$ cat src/rtl/alu_wb_pkg.sv
// Shared types and defaults for the ALU writeback queue.
// Optional sticky status flags are enabled by defining ALU_WB_STICKY_FLAGS_EN.
package alu_wb_pkg;

   localparam int ALU_WB_DEPTH_DEF = 4;
   localparam int ALU_WB_TAG_W_DEF = 5;
   // Tag field in the stored entry is sized for the widest supported TAG_W; narrower tags are zero-extended.
   localparam int ALU_WB_TAG_MAX_W = 16;

   typedef struct packed {
      logic [31:0]                 result;
      logic                        zero;
      logic                        cout;
      logic                        overflow;
      logic [ALU_WB_TAG_MAX_W-1:0] tag;
   } alu_wb_entry_t;

endpackage

$ cat src/rtl/alu_wb_ram.sv
// Entry storage for the ALU writeback queue: one write port, one asynchronous read port.
// Contents are intentionally not reset; occupancy is tracked by the queue control.
module alu_wb_ram
   import alu_wb_pkg::*;
#(
   parameter int DEPTH = ALU_WB_DEPTH_DEF,
   parameter int AW    = $clog2(DEPTH)
)(
   input  logic          clk,
   input  logic          i_we,
   input  logic [AW-1:0] i_waddr,
   input  alu_wb_entry_t i_wdata,
   input  logic [AW-1:0] i_raddr,
   output alu_wb_entry_t o_rdata
);

   alu_wb_entry_t r_mem [DEPTH];

   // Write port
   always_ff @(posedge clk) begin
      if (i_we) begin
         r_mem[i_waddr] <= i_wdata;
      end
   end

   assign o_rdata = r_mem[i_raddr];

endmodule

$ cat src/rtl/alu_wb_queue.sv
// FIFO between the ALU stage and writeback holding result, flags and destination tag.
// Sticky overflow/carry status is compiled in only when ALU_WB_STICKY_FLAGS_EN is defined.
module alu_wb_queue
   import alu_wb_pkg::*;
#(
   parameter int DEPTH = ALU_WB_DEPTH_DEF,
   parameter int TAG_W = ALU_WB_TAG_W_DEF
)(
   input  logic                       clk,
   input  logic                       rst_n,
   input  logic                       in_valid,
   output logic                       in_ready,
   input  logic [31:0]                in_result,
   input  logic                       in_zero,
   input  logic                       in_cout,
   input  logic                       in_overflow,
   input  logic [TAG_W-1:0]           in_tag,
   output logic                       out_valid,
   input  logic                       out_ready,
   output logic [31:0]                out_result,
   output logic                       out_zero,
   output logic                       out_cout,
   output logic                       out_overflow,
   output logic [TAG_W-1:0]           out_tag,
   output logic [$clog2(DEPTH):0]     count,
   output logic                       sticky_ovf,
   output logic                       sticky_cout,
   input  logic                       sticky_clr
);

   localparam int AW = $clog2(DEPTH);
   localparam int CW = AW + 1;
   localparam logic [CW-1:0] FULL_CNT = CW'(DEPTH);

   logic [AW-1:0] r_wptr;
   logic [AW-1:0] r_rptr;
   logic [CW-1:0] r_count;

   logic          w_push;
   logic          w_pop;
   logic          w_in_ready;
   logic          w_out_valid;
   alu_wb_entry_t w_wr_entry;
   alu_wb_entry_t w_head;

   // in_ready depends only on the registered count, never on out_ready
   assign w_in_ready  = (r_count != FULL_CNT);
   assign w_out_valid = (r_count != CW'(0));
   assign w_push      = in_valid & w_in_ready;
   assign w_pop       = w_out_valid & out_ready;

   // Pack the incoming fields into a storage entry
   always_comb begin
      w_wr_entry               = '0;
      w_wr_entry.result        = in_result;
      w_wr_entry.zero          = in_zero;
      w_wr_entry.cout          = in_cout;
      w_wr_entry.overflow      = in_overflow;
      w_wr_entry.tag[TAG_W-1:0] = in_tag;
   end

   // Pointer and occupancy tracking
   always_ff @(posedge clk) begin
      if (!rst_n) begin
         r_wptr  <= '0;
         r_rptr  <= '0;
         r_count <= '0;
      end else begin
         if (w_push) begin
            r_wptr <= r_wptr + AW'(1);
         end
         if (w_pop) begin
            r_rptr <= r_rptr + AW'(1);
         end
         case ({w_push, w_pop})
            2'b10:   r_count <= r_count + CW'(1);
            2'b01:   r_count <= r_count - CW'(1);
            default: r_count <= r_count;
         endcase
      end
   end

   alu_wb_ram #(
      .DEPTH (DEPTH),
      .AW    (AW)
   ) u_ram (
      .clk     (clk),
      .i_we    (w_push),
      .i_waddr (r_wptr),
      .i_wdata (w_wr_entry),
      .i_raddr (r_rptr),
      .o_rdata (w_head)
   );

   assign in_ready     = w_in_ready;
   assign out_valid    = w_out_valid;
   assign count        = r_count;
   assign out_result   = w_head.result;
   assign out_zero     = w_head.zero;
   assign out_cout     = w_head.cout;
   assign out_overflow = w_head.overflow;
   assign out_tag      = w_head.tag[TAG_W-1:0];

`ifdef ALU_WB_STICKY_FLAGS_EN
   logic r_sticky_ovf;
   logic r_sticky_cout;
   logic w_unused_bits;

   // A set in the same cycle as a clear wins
   always_ff @(posedge clk) begin
      if (!rst_n) begin
         r_sticky_ovf  <= 1'b0;
         r_sticky_cout <= 1'b0;
      end else begin
         if (w_push & in_overflow) begin
            r_sticky_ovf <= 1'b1;
         end else if (sticky_clr) begin
            r_sticky_ovf <= 1'b0;
         end
         if (w_push & in_cout) begin
            r_sticky_cout <= 1'b1;
         end else if (sticky_clr) begin
            r_sticky_cout <= 1'b0;
         end
      end
   end

   assign sticky_ovf    = r_sticky_ovf;
   assign sticky_cout   = r_sticky_cout;
   assign w_unused_bits = ^w_head.tag;
`else
   logic w_unused_bits;

   assign sticky_ovf    = 1'b0;
   assign sticky_cout   = 1'b0;
   assign w_unused_bits = ^{w_head.tag, sticky_clr};
`endif

endmodule

$ cat config.mk
export PLATFORM = sky130hd
export DESIGN_NAME = alu_wb_queue
export DESIGN_NICKNAME = d
export VERILOG_FILES = /design/src/rtl/alu_wb_pkg.sv /design/src/rtl/alu_wb_ram.sv /design/src/rtl/alu_wb_queue.sv
export SDC_FILE = /design/constraint.sdc
export NUM_CORES = 1
export LEC_CHECK = 0
export BUFFER_PORTS_ARGS = -buffer_cell sky130_fd_sc_hd__buf_2
export CAP_MARGIN = 40
export CELL_PAD_IN_SITES_DETAIL_PLACEMENT = 1
export CELL_PAD_IN_SITES_GLOBAL_PLACEMENT = 1
export CORE_MARGIN = 1
export CORE_UTILIZATION = 36
export CTS_BUF_LIST = sky130_fd_sc_hd__clkbuf_4
export CTS_CLUSTER_DIAMETER = 50
export DETAILED_ROUTE_END_ITERATION = 16
export GPL_ROUTABILITY_DRIVEN = 0
export GPL_TIMING_DRIVEN = 0
export PLACE_DENSITY = 0.67
export RECOVER_POWER = 50
export SETUP_SLACK_MARGIN = 0.05
export SLEW_MARGIN = 25
export SYNTH_ARGS = -nofsm -noshare
export SYNTH_HDL_FRONTEND = slang
export SYNTH_HIERARCHICAL = 1
export SYNTH_SLANG_ARGS = --single-unit
$ cat constraint.sdc
create_clock -name clk -period 7.1 [get_ports clk]
set_input_delay 1.065 -clock clk [delete_from_list [all_inputs] [get_ports clk]]
set_output_delay 1.065 -clock clk [all_outputs]
set_load 0.005 [all_outputs]
# [Yosys cells after proc, flatten, opt, wreduce, memory -nomap -nowiden]
# Memories as Yosys holds them, arrays and structs flattened. A register that Yosys moved wholly into a read port is not among the register bits.
# Index checks and enable logic that the tools add are counted.
# W data, S select, Z words.
[word_totals] ff_bits=7 mem_bits_rw=160 inputBits=45 output_inout_bits=47 wordCells=20 mem_count=1
[op_classes] addsub=4 eq_ne=3 muxes=5 bitwise=2 reduce_logical=2
[memory_table] name="u_ram.r_mem" words=4 width=40 rd=1 rd_ports_with_merged_regs=1 write_ports=1 line="alu_wb_ram.sv:17" rtl="alu_wb_entry_t r_mem [DEPTH];"
[ops] operator="$pmux W3 S2" n=1
[ops] operator="$add A2 B1 Y2 const B" n=2
[ops] operator="$mux W2" n=2
[ops] operator="$add A3 B1 Y3 const B" n=1
[ops] operator="$ne A3 B3 Y1 const B" n=1
[ops] operator="$reduce_bool A3 Y1" n=1
[ops] operator="$sub A3 B1 Y3 const B" n=1
[ops] operator="$and A1 B1 Y1" n=2
[ops] operator="$eq A2 B1 Y1 const B" n=1
[ops] operator="$eq A2 B2 Y1 const B" n=1
[ops] operator="$mux W1" n=2
[ops] operator="$reduce_bool A2 Y1" n=1

# [Depth between registers and ports, before layout]
# Gate-level depths: netlist of run 1.
[logic_depth] word_depth=4 mapped_depth=8 depth_no_buf=8

# [Hierarchy]
# The synthesis of run 1 kept the hierarchy.
[modules_own_cells] mod="alu_wb_ram" instances=1 cells_each=271 area_each_um2=7449.6 seq_area_each_um2=6125.9
[modules_own_cells] mod="alu_wb_queue" instances=1 cells_each=41 area_each_um2=386.6 seq_area_each_um2=140.1

# [Worst setup path before layout of run 1]
# OpenSTA, ideal clock, no wires.
[synth_path] path_kind="in2reg" from="in in_valid" to="mem u_ram/r_mem[0][0] in the netlist's numbering (enable)" setup_time_ps=533 arrival_ps=4886 required_time_ps=6567 setup_slack_ps=1681 path_stages=3 n_path_buf=0 cell_sequence="nand2_4 -> inv_2 -> nor3b_1"
[synth_via] elab_chain_len=3
[synth_lines] element="start, declared" line="alu_wb_queue.sv:11" rtl="input logic in_valid,"
[synth_lines] element="$and A1 B1 Y1" line="alu_wb_queue.sv:49" rtl="assign w_push = in_valid & w_in_ready;"
[synth_lines] element="named net w_push" line="alu_wb_queue.sv:39" rtl="logic w_push;"
[synth_lines] element="$mux W1" line="alu_wb_ram.sv:21" rtl="if (i_we) begin"
[synth_lines] element="$mux W1 (not written as such)" line="alu_wb_ram.sv:22" rtl="r_mem[i_waddr] <= i_wdata;"
[synth_lines] element="end, declared" line="alu_wb_ram.sv:17"
# The timed path passes the listed nets, and every way through them passes these cells.

==> impl_results.md, run 1 <==
* Pre-CTS setup slack at 4.10 ns
* Setup violations, final at 0
* Clock Latency Late Sink at 0.55 ns
* Initial antenna violation count at 0
* CTS tree: done
* Setup bufs post-CTS at 0
* Fillers at 1631
* Status: complete, no violations
* Worst Hold Launch: r_wptr[1]$_SDFFE_PN0P_
* Setup CP Type: flop to output port
* Required time worst endpoint at 6.03 ns
* Die Span Y at approximately 130 um
* Terminus of the critical flop-to-flop path: u_ram/r_mem[1][38]$_DFFE_PP_
* Hpwl dp at approximately 7500 um
* Max Cap Viol at 0
* Final period util at 0.442
* Ratio of cells with drive above 1 in the final layout at 0.370
* Vias in the first global route at roughly 3.2k
* Worst Reg-to-Reg Cells at 5
* Global-route wire length before repair at 18000 um
* Largest net degree at the start of global routing at 41
* DR pass1 iterations at 4
* Tightest Pin Transition at 1.34 ns
* Worst hold stages at 2
* Comb pwr share at 0.261
* WHS Endpoint: r_wptr[1]$_SDFFE_PN0P_
* Seq pwr share at 0.504
* Worst hold path class: flop to flop
* Reg2Reg Launch Point: count[0]$_SDFFE_PN0P_
* Final wirelength at 11600 um
* Yosys warning count at 6
* Largest fanout on the critical path at 10
* CTS Buf Count at 17
* Synthesized instance count at 257
* WL/cell at between 15 and 20 um
* Detail Route Antenna Nets at 0
* Max rail drop VDD at 149 uV
* Pwr per Cell Area at 327 nW/um2
* Worst Setup End Kind: output port
* Cell-internal power at 1.77 mW
* Switch share at 0.263
* Pwr Total at 2.40 mW
* Worst Path Arrival at 2.07 ns
* IO buf count at 88
* Row Count at between 40 and 50
* Slew HR at 0.105
* Nets at 420
* Clock Power Share at 0.235
* CTS H-tree depth at 4
* CTS clk-pin slew, worst paths at 0.14 ns
* R2r setup slk at 4.51 ns
* Hold Buf Count CTS at 0
* Final Hold Fails at 0
* Cell Area, Synth at about 6300 um2
* Number of gates resized after CTS at 0
* Fmax achieved at about 320 MHz
* Die area at roughly 18000 um2
* GRT overflow at 0
* RSZ-0062 raised after global routing: false
* Initial Util at 0.373
* Final Skew at 0.0217 ns
* Clk sinks at 167
* Synth Area per Inst at approximately 24 um2
* Via/cell ratio at between 4 and 5
* GRT Util Overall at 0.141
* Number of diodes at 0
* Total core area at between 15000 and 20000 um2
* CTS max path bufs at 2
* Fin crit period at 3.14 ns
* Residual DRC at 0
* Startpoint Class: flop
* Num ports at 92
* DR vias at 2859
* Final Slew Violations at 0
* Leak Pwr at about 2.4 nW
* P_sw at 0.631 mW
* CTS Root Buffer Type: clkbuf_4
* Starting DRT DRC Count at 81
* Chip width at approximately 130 um
* Area growth, synth to finish at 17.1%
* Setup ws final at 3.96 ns
## registers in the layout (all words and copies together) (netlist names)
signal / flops
u_ram/r_mem: 160
count: 3
r_rptr: 2
r_wptr: 2
## worst max-delay path by stage
stage                                start                           end  slack, ns  depth (start not counted)
CTS                 r_rptr[1]$_SDFFE_PN0P_                 out_result[9]       3.84                          4
global placement                  in_valid  u_ram/r_mem[0][33]$_DFFE_PP_      -0.31                          4
global route        r_rptr[1]$_SDFFE_PN0P_                 out_result[3]       3.77                          4
detailed placement                in_valid  u_ram/r_mem[0][33]$_DFFE_PP_       4.10                          8
floorplan                         in_valid   u_ram/r_mem[0][0]$_DFFE_PP_       2.50                          3
finish              r_rptr[1]$_SDFFE_PN0P_                 out_result[3]       3.96                          4
## cell type report
cell class                 count  area, um2  share of cell area
sequential                   167       4940               0.674
tap                          220        275              0.0375
inverter                       4       15.0             0.00205
timing repair buffer          96        490              0.0668
multi-input combinational     73       1160               0.159
clock buffer                  18        135              0.0184
buffer                        14        155              0.0211
clock inverter                14        159              0.0217
## critical path, cell delays in order (launching register included)
cell     delay, ns
dfxtp_1       0.37
buf_1         0.27
buf_2         0.38
mux4_2        0.36
buf_2         0.15
## routing by layer
layer  global-route usage  part of all wire
met5                    0                 0
met4               0.0549             0.015
met3               0.0488             0.056
met2                0.227              0.50
met1                0.174              0.43
## per-stage QoR
step / hold WS, ns / utilization / area [um2] / TNS [ns] / instances
2_1_floorplan: 0.472 / - / 6270 / 0 / 258
3_3_place_gp: 0.486 / 0.415 / 6990 / -12.25 / 566
3_5_place_dp: 0.538 / 0.422 / 7100 / 0 / 574
4_1_cts: 0.558 / 0.440 / 7400 / 0 / 606
5_1_grt: 0.588 / 0.436 / 7340 / 0 / 606
6_report: 0.547 / 0.436 / 7340 / 0 / 606
## power groups by stage
stage | registers (mW) | clock network [mW] | logic [mW]
global placement | 1.24 | 0 | 0.624
detailed placement | 1.23 | 0 | 0.654
CTS | 1.21 | 0.588 | 0.657
floorplan | 1.23 | 0 | 0.412
finish | 1.21 | 0.563 | 0.628
global route | 1.22 | 0.616 | 0.684
## cells in the final DEF, fill, tap and decap left out, types with 2 or more instances in the layout
| master | n |
|---|---|
| and2_1 | 2 |
| and3b_1 | 2 |
| buf_12 | 6 |
| buf_2 | 53 |
| buf_4 | 6 |
| buf_6 | 3 |
| bufinv_16 | 3 |
| clkbuf_1 | 40 |
| clkbuf_4 | 18 |
| clkinv_2 | 5 |
| clkinv_4 | 2 |
| clkinvlp_4 | 3 |
| conb_1 | 2 |
| dfxtp_1 | 7 |
| edfxtp_1 | 160 |
| inv_1 | 4 |
| mux4_2 | 39 |
| nand2_1 | 3 |
| or3_1 | 2 |
| xnor2_1 | 3 |
No activity file was read; power rests on OpenSTA's default activity.
==> inputs of run 2 (changes only) <==
PLACE_DENSITY = 0.69   (was 0.67)
clock period = 2.8 ns   (was 7.1 ns; I/O delays follow)
==> impl_results.md, run 2 (synthesized netlist as in run 1, its figures left out) <==
* Status: complete, no violations
* Total core area at 16800 um2 (unchanged)
* Fmax achieved at 395 MHz
* GRT met1 Usage at 0.173 (-0.00121)
* Starting DRT DRC Count at 144 (+78%)
* Most flop-heavy register: u_ram/r_mem
* Setup bufs post-CTS at 0 (unchanged)
* Final Skew at 0.0132 ns (-0.00842 ns)
* Slew HR at 0.197 (+0.0919)
* Hpwl dp at 7480 um (-0.69%)
* RSZ-0062 raised after global routing: false
* Row Count at 47 (unchanged)
* Clock Power Share at 0.258 (+0.023)
* Initial Util at 0.373 (unchanged)
* Seq pwr share at 0.490 (-0.014)
* CTS Buf Count at 17 (unchanged)
* CTS tree: done
* Tightest Pin Transition at 1.20 ns (-0.138 ns)
* Detail Route Antenna Nets at 0 (unchanged)
* Number of diodes at 0 (unchanged)
* IO buf count at 88 (unchanged)
* CTS clk-pin slew, worst paths at 0.13 ns (about the same)
* Required time worst endpoint at 2.38 ns (-3.65 ns)
* DR pass1 iterations at 4 (unchanged)
* Setup violations, final at 0 (unchanged)
* Fin crit period at around 2.5 ns
* Largest net degree at the start of global routing at 41 (unchanged)
* Switch share at 0.249 (-0.0136)
* Nets at 418 (-0.48%)
* Final Instance Area at 7380 um2 (+0.60%)
* Final period util at 0.905
* Die Span Y at 134 um (unchanged)
* Clk sinks at 167 (unchanged)
* Final Hold Fails at 0 (unchanged)
* Final Slew Violations at 0 (unchanged)
* Final wirelength at 11600 um (about the same)
* CTS max path bufs at 2 (unchanged)
* CTS H-tree depth at 4 (unchanged)
* GRT overflow at 0 (unchanged)
* Residual DRC at 0 (unchanged)
* Startpoint Class: flop
* Worst Setup End Kind: output port
* Die area at 17900 um2 (unchanged)
* Commonest non-fill, non-tap cell in the layout: edfxtp_1
* DR vias at 2875 (+0.56%)
* Layout Utilization at 0.439 (+0.00260)
* Layer with the highest usage: met2
* Global-route wire length before repair at 18000 um (-0.23%)
* Leak Pwr at 2.40 nW (+0.66%)
* Worst Path Arrival at 2.11 ns (+0.04 ns)
* Met2 usage at 0.235 (+0.00748)
* Clock Latency Late Sink at 0.54 ns (about the same)
* Largest fanout on the critical path at 10 (unchanged)
* Worst hold path class: input port to flop
* WL/cell at 19.2 um (+0.39%)
* GRT Util Overall at 0.141 (+0.000204)
* Met3 usage at 0.0484 (-0.000378)
* Final hold slack at 0.127 ns (-0.421 ns)
* Pre-CTS setup slack at 0.519 ns (-3.58 ns)
* Chip width at 134 um (unchanged)
* Area growth, synth to finish at 17.8%
* Setup CP Type: flop to output port
* Cell-internal power at 4.71 mW (+170%)
* P_sw at 1.56 mW (+150%)
* Hold Buf Count CTS at 0 (unchanged)
* Number of gates resized after CTS at 0 (unchanged)
* Ratio of cells with drive above 1 in the final layout at 0.365 (-0.00588)
* Num ports at 92 (unchanged)
* Commonest non-fill, non-tap cells in the layout: 160 x edfxtp_1, 53 x buf_2, 40 x clkbuf_1
* Largest register FFs at 160 (unchanged)
* Via/cell ratio at 4.76 (+0.89%)
* Max Cap Viol at 0 (unchanged)
* Pwr per Cell Area at 850 nW/um2 (+160%)
* Max rail drop VDD at 357 uV (+140%)
* CTS Root Buffer Type: clkbuf_4
* Initial antenna violation count at 0 (unchanged)
* Vias in the first global route at 3245 (+0.59%)
* Setup ws final at 0.267 ns (-3.69 ns)
* Comb pwr share at 0.252 (-0.009)
* Post-placement cell area at 7100 um2 (about the same)
## run 2: power groups by stage
stage,registers [mW],logic (mW),clock network (mW)
2_1_floorplan,3.11,1.05,0
6_report,3.07,1.58,1.62
3_3_place_gp,3.13,1.57,0
3_5_place_dp,3.14,1.65,0
4_1_cts,3.08,1.66,1.68
5_1_grt,3.10,1.74,1.76
## run 2: worst max-delay path, cell delays in order, from the launching register on
cell and delay, ns:
dfxtp_1 0.38, buf_1 0.31, buf_2 0.37, mux4_2 0.36
buf_2 0.15
## run 2: final timing paths
path,startpoint,slack [ns],depth (start not counted),to
min,in_result[5],0.13,1,u_ram/r_mem[1][24]$_DFFE_PP_
max,r_rptr[1]$_SDFFE_PN0P_,0.27,4,out_result[12]
min reg2reg,r_wptr[1]$_SDFFE_PN0P_,0.58,2,r_wptr[1]$_SDFFE_PN0P_
max reg2reg,count[0]$_SDFFE_PN0P_,0.28,5,u_ram/r_mem[1][42]$_DFFE_PP_
## run 2: cell type report
cell class | count | area (um2)
Clock inverter | 10 | 178
Tap cell | 220 | 275
Sequential cell | 167 | 4940
Inverter | 4 | 15.0
Buffer | 14 | 155
Multi-Input combinational cell | 73 | 1170
Timing Repair Buffer | 94 | 479
Fill cell | 1608 | 9440
Clock buffer | 22 | 165
## run 2: metal layers
metal | up-vias | wire (um)
met1 | 1491 | 4910
met4 | 0 | 147
met3 | 12 | 517
met5 | - | 0
li1 | 1302 | -
met2 | 70 | 6010
## run 2: stage by stage
step                setup TNS, ns  std cells  total power, mW
floorplan                       0        258             4.16
global placement           -32.76        566             4.70
detailed placement              0        572             4.79
CTS                             0        604             6.42
global route                    0        604             6.60
finish                          0        604             6.27
